===== src/rtl/fetch_unit.sv =====
// Instruction fetch: holds the PC, reads imem over req/ready, hands words to decode over valid/ack.
// Latency: instr_valid rises on the edge after imem_ready; zero-wait memory plus same-cycle ack gives 2 cycles/instr.
// Backpressure: a stalled memory holds imem_req/imem_addr; a withheld instr_ack holds instr/pc steady indefinitely.
module fetch_unit #(
  parameter logic [31:0] RESET_PC    = 32'h0000_0000,
  parameter logic [5:0]  HALT_OPCODE = 6'h3f
) (
  input  logic        clk,
  input  logic        rst,
  output logic        imem_req,
  output logic [31:0] imem_addr,
  input  logic        imem_ready,
  input  logic [31:0] imem_rdata,
  output logic [31:0] instr,
  output logic        instr_valid,
  input  logic        instr_ack,
  output logic [31:0] pc,
  output logic [31:0] pc_plus4,
  input  logic        branch_taken,
  input  logic [15:0] branch_offset,
  input  logic        jump,
  input  logic [25:0] jump_target,
  output logic        halted
);

  typedef enum logic [1:0] {IDLE, REQ, HOLD, HALT} state_t;

  state_t      state_q;
  state_t      state_d;
  logic [31:0] pc_q;
  logic [31:0] instr_q;
  logic [31:0] next_pc;
  logic        fetch_done;
  logic        fetch_halt;
  logic        instr_accept;

  // The request address is always the PC: it is updated on the ack edge, so
  // the new request and the new PC appear together.
  assign pc         = pc_q;
  assign pc_plus4   = pc_q + 32'd4;
  assign imem_addr  = pc_q;
  assign instr      = instr_q;

  // Handshake qualifiers; ready/ack outside their owning state are ignored.
  assign fetch_done   = (state_q == REQ) && imem_ready;
  assign fetch_halt   = imem_rdata[31:26] == HALT_OPCODE;
  assign instr_accept = (state_q == HOLD) && instr_ack;

  // Next-PC select, only consumed on the ack edge: jump over taken beq over sequential.
  always_comb begin
    next_pc = pc_plus4;
    if (jump) begin
      next_pc = {pc_plus4[31:28], jump_target, 2'b00};
    end else if (branch_taken) begin
      next_pc = pc_plus4 + {{14{branch_offset[15]}}, branch_offset, 2'b00};
    end
  end

  // State register; reset abandons any outstanding request.
  always_ff @(posedge clk or posedge rst) begin
    if (rst) begin
      state_q <= IDLE;
    end else begin
      state_q <= state_d;
    end
  end

  // Next-state and Moore outputs.
  always_comb begin
    state_d     = state_q;
    imem_req    = 1'b0;
    instr_valid = 1'b0;
    halted      = 1'b0;
    case (state_q)
      IDLE: begin
        state_d = REQ;
      end
      REQ: begin
        imem_req = 1'b1;
        if (fetch_done) begin
          state_d = fetch_halt ? HALT : HOLD;
        end
      end
      HOLD: begin
        instr_valid = 1'b1;
        if (instr_accept) begin
          state_d = REQ;
        end
      end
      HALT: begin
        halted = 1'b1;
      end
      default: begin
        state_d = IDLE;
      end
    endcase
  end

  // PC advances only when decode consumes the current instruction.
  always_ff @(posedge clk or posedge rst) begin
    if (rst) begin
      pc_q <= RESET_PC;
    end else if (instr_accept) begin
      pc_q <= next_pc;
    end
  end

  // Capture the fetched word; a halt word is never presented to decode.
  always_ff @(posedge clk or posedge rst) begin
    if (rst) begin
      instr_q <= 32'h0;
    end else if (fetch_done && !fetch_halt) begin
      instr_q <= imem_rdata;
    end
  end

endmodule


===== config.mk =====
export PLATFORM = sky130hd
export DESIGN_NAME = fetch_unit
export DESIGN_NICKNAME = d
export VERILOG_FILES = /design/src/rtl/fetch_unit.sv
export SDC_FILE = /design/constraint.sdc
export NUM_CORES = 1
export LEC_CHECK = 0
export BUFFER_PORTS_ARGS = -buffer_cell sky130_fd_sc_hd__buf_2
export CELL_PAD_IN_SITES_DETAIL_PLACEMENT = 0
export CELL_PAD_IN_SITES_GLOBAL_PLACEMENT = 2
export CORE_MARGIN = 2
export CORE_UTILIZATION = 28
export DETAILED_ROUTE_END_ITERATION = 16
export GPL_ROUTABILITY_DRIVEN = 0
export PLACE_DENSITY = 0.79
export SYNTH_ARGS = -nofsm -noshare
export SYNTH_HDL_FRONTEND = slang
export SYNTH_SLANG_ARGS = --single-unit

===== constraint.sdc =====
create_clock -name clk -period 4.4 [get_ports clk]
set_clock_uncertainty 0.1 [all_clocks]
set_input_delay 0.44 -clock clk [delete_from_list [all_inputs] [get_ports clk]]
set_output_delay 0.44 -clock clk [all_outputs]
set_load 0.005 [all_outputs]

==> flow_summary.json <==
{
  "yosysWarnings": 0,
  "postRouteWirelength_um": 18200,
  "h-tree-depth": 3,
  "die_area_um2": 20200,
  "fin_crit_sh_pct": 92.6,
  "start_util_pct": 28.5,
  "synth_area_leaders": "dfrtp_1, ha_1, mux2_2",
  "ir_drop_v": 0.000200,
  "tritoncts": "yes",
  "vias": 4996,
  "synth_edf_count": 0,
  "wl_per_cell_um": 18.1,
  "post-cts-setup-buffer-count": 0,
  "maxSlewHeadroom_pct": 33.1,
  "holdCritPathClass": "input pin to async pin",
  "crit_path_start_kind": "register",
  "drt_iter0_drc": 252,
  "finalCriticalPeriod_ns": 4.07,
  "fillers": 2009,
  "grt.total_usage_pct": 17.9,
  "mostFrequentLayoutCells": "buf_2, dfrtp_1, nand2_1, a21oi_1, nor2_1",
  "nets": 886,
  "grt_antenna_before_repair": 0,
  "switchingPower_uw": 1940,
  "drc_errors": 0,
  "cpPeakStageDelay_ns": 0.46,
  "netlist_area_um2": 5340,
  "p_comb_share_pct": 57.1,
  "hold_viol": 0,
  "tns_ns": 0,
  "status": "complete, no violations",
  "clock-root-buffer": "clkbuf_16",
  "grt_pass1_wl_um": 27700,
  "fin_cells": 1008,
  "synthCells": 601,
  "ys_seq_area_share_pct": 30.0,
  "port_buffers": 204,
  "dr.pass1.iters": 4,
  "intPower_uw": 2570,
  "clkSlewWorstSetupHoldPaths_ns": 0.07,
  "grt_pass1_vias": 4929,
  "postSynth.asyncResetShare_pct": 100,
  "pwr-share-clk_pct": 17.9,
  "drv_cap": 0,
  "yosysTopAreaCell": "dfrtp_1",
  "grt_max_degree": 52,
  "end_kind": "register",
  "cp_cell_sequence": "nand3_1, inv_1, nand3_2, nor2_1, xor2_1, ha_1, a21o_1, a21o_1, a21oi_1, o21ai_2, a41oi_2, xor2_1, nor2_1, a2111oi_1, a211oi_1",
  "mostFrequentLayoutCell": "buf_2",
  "ys.flop_type": "dfrtp_1",
  "synth_cell_type_count": 72,
  "power.density_nw_per_um2": 671,
  "pin_count": 211,
  "place_inst": 992,
  "clock-sinks": 64,
  "critPathSlowestCell": "dfrtp_1",
  "via_per_inst": 4.96,
  "die_h_um": 142,
  "core_area_um2": 18700,
  "p_seq_share_pct": 25.0,
  "worst-slew-pin-transition_ns": 1.00,
  "rows": 50,
  "post-dp-hpwl_um": 13900,
  "post_cts_resized": 0,
  "cp.required_ns": 4.48,
  "cp.arrival_ns": 4.15,
  "synth-seq-cells": 64,
  "drive_gt1_share_pct": 37.6,
  "final-setup-viol-count": 0,
  "cp_max_fo": 7,
  "yosys.area.top_type_share_pct": 30.0,
  "dieWidth_um": 142,
  "area_growth_pct": 26.0,
  "postCtsHoldBufs": 0,
  "crit_type": "register to register",
  "clockBufferDepth": 2,
  "report.final.slew_viol_count": 0,
  "max_freq_mhz": 246,
  "rsz0062_at_grt": "false",
  "antenna_cells_inserted": 0,
  "antenna_left": 0,
  "p_sw_share_pct": 43.0,
  "post_synth.cell_area_avg_um2": 8.88,
  "overflow": 0,
  "clk_latency_ns": 0.34,
  "cts_buffers": 9,
  "p_leak_uw": 0.00342
}
-- Yosys cell counts, types with 3 or more instances --
library cell and number:
a211oi_1 11, a21o_1 17, a21oi_1 39, a22o_1 4, a31oi_1 3, and2_1 5
and3_1 8, buf_2 4, buf_4 36, clkbuf_1 23, dfrtp_1 64, ha_1 36
inv_1 17, mux2_2 32, mux2i_1 3, nand2_1 51, nand2b_1 4, nand3_1 20
nand3_2 3, nand4_1 9, nor2_1 37, nor3_1 9, o211ai_1 11, o21a_1 6
o21ai_0 31, o21ai_1 6, o21bai_1 4, o22ai_1 3, xnor2_1 33, xor2_1 18
-- area by class of cell --
class / instances / area, um^2 / share of cell area, %
Clock buffer: 10 / 229 / 3.41
Clock inverter: 6 / 92.6 / 1.38
Inverter: 18 / 67.6 / 1.01
Multi-Input combinational cell: 459 / 3320 / 49.4
Sequential cell: 64 / 1600 / 23.8
Tap cell: 234 / 293 / 4.36
Timing Repair Buffer: 217 / 1120 / 16.6
-- kinds of logic (layout without fill, tap and decap cells) --
kind of cell	after synthesis	in the layout	synth area share, %
other cells	1	6	0.0703
compound gates	165	165	21.1
simple gates	164	164	15.5
fa+ha+maj	37	37	8.82
xor+xnor	52	52	8.68
mux	35	35	7.32
buf+inv	83	251	8.47
flops	64	64	30.0
-- sequential cells by signal, summed over array words and instances, names as in the netlist --
signal / count
instr: 32
imem_addr: 30
state_q: 2
-- power by group through the flow --
stage	clock, uW	combinational (uW)	sequential (uW)
after global routing	853	2880	1170
after detailed placement	0	2580	1140
after floorplan	0	1760	1100
after CTS	835	2590	1130
after global placement	0	2600	1130
final	805	2580	1130
-- path summary, 6_finish.rpt --
check / from / end / slack (ns) / cells past startpoint
setup / recovery: imem_addr[2] / imem_addr[22] / 0.33 / 15
hold / removal: rst / imem_addr[28] / 0.12 / 2
setup reg to reg: imem_addr[2] / imem_addr[22] / 0.33 / 15
hold reg to reg: instr[24] / instr[24] / 0.40 / 1
max in group asynchronous: rst / imem_addr[5] / 3.13 / 3
min in group clk: imem_rdata[11] / instr[11] / 0.24 / 2
-- metrics by stage --
| step | utilization, % | hold slack (ns) | worst slack (ns) | power [uW] | cell area, um^2 |
|---|---|---|---|---|---|
| floorplan | - | 0.404 | 0.730 | 2860 | 5350 |
| global placement | 34.1 | 0.382 | 0.219 | 3730 | 6380 |
| detailed placement | 34.1 | 0.387 | 0.189 | 3720 | 6380 |
| CTS | 35.8 | 0.142 | 0.175 | 4560 | 6710 |
| global route | 35.9 | 0.189 | 0.0161 | 4910 | 6720 |
| finish | 35.9 | 0.117 | 0.327 | 4510 | 6720 |
-- per-layer routing --
metal	wire (um)	vias to the layer above	GRT usage [%]
met5	0	-	0
met4	200	0	5.21
met3	1210	14	3.20
met2	8380	200	30.3
met1	8410	2327	23.3
li1	-	2455	-
-- worst max-delay path, delay by kind of cell, from the launching register on --
kind | cells | cell delay, ns
buffers and inverters | 1 | 0.15
adders and majority gates | 1 | 0.39
DFF | 1 | 0.46
xor gates and xnor gates | 2 | 0.51
and+or+nand+nor | 4 | 0.84
AOI/OAI and AO/OA | 7 | 1.45
(Power assumes the default switching activity.)
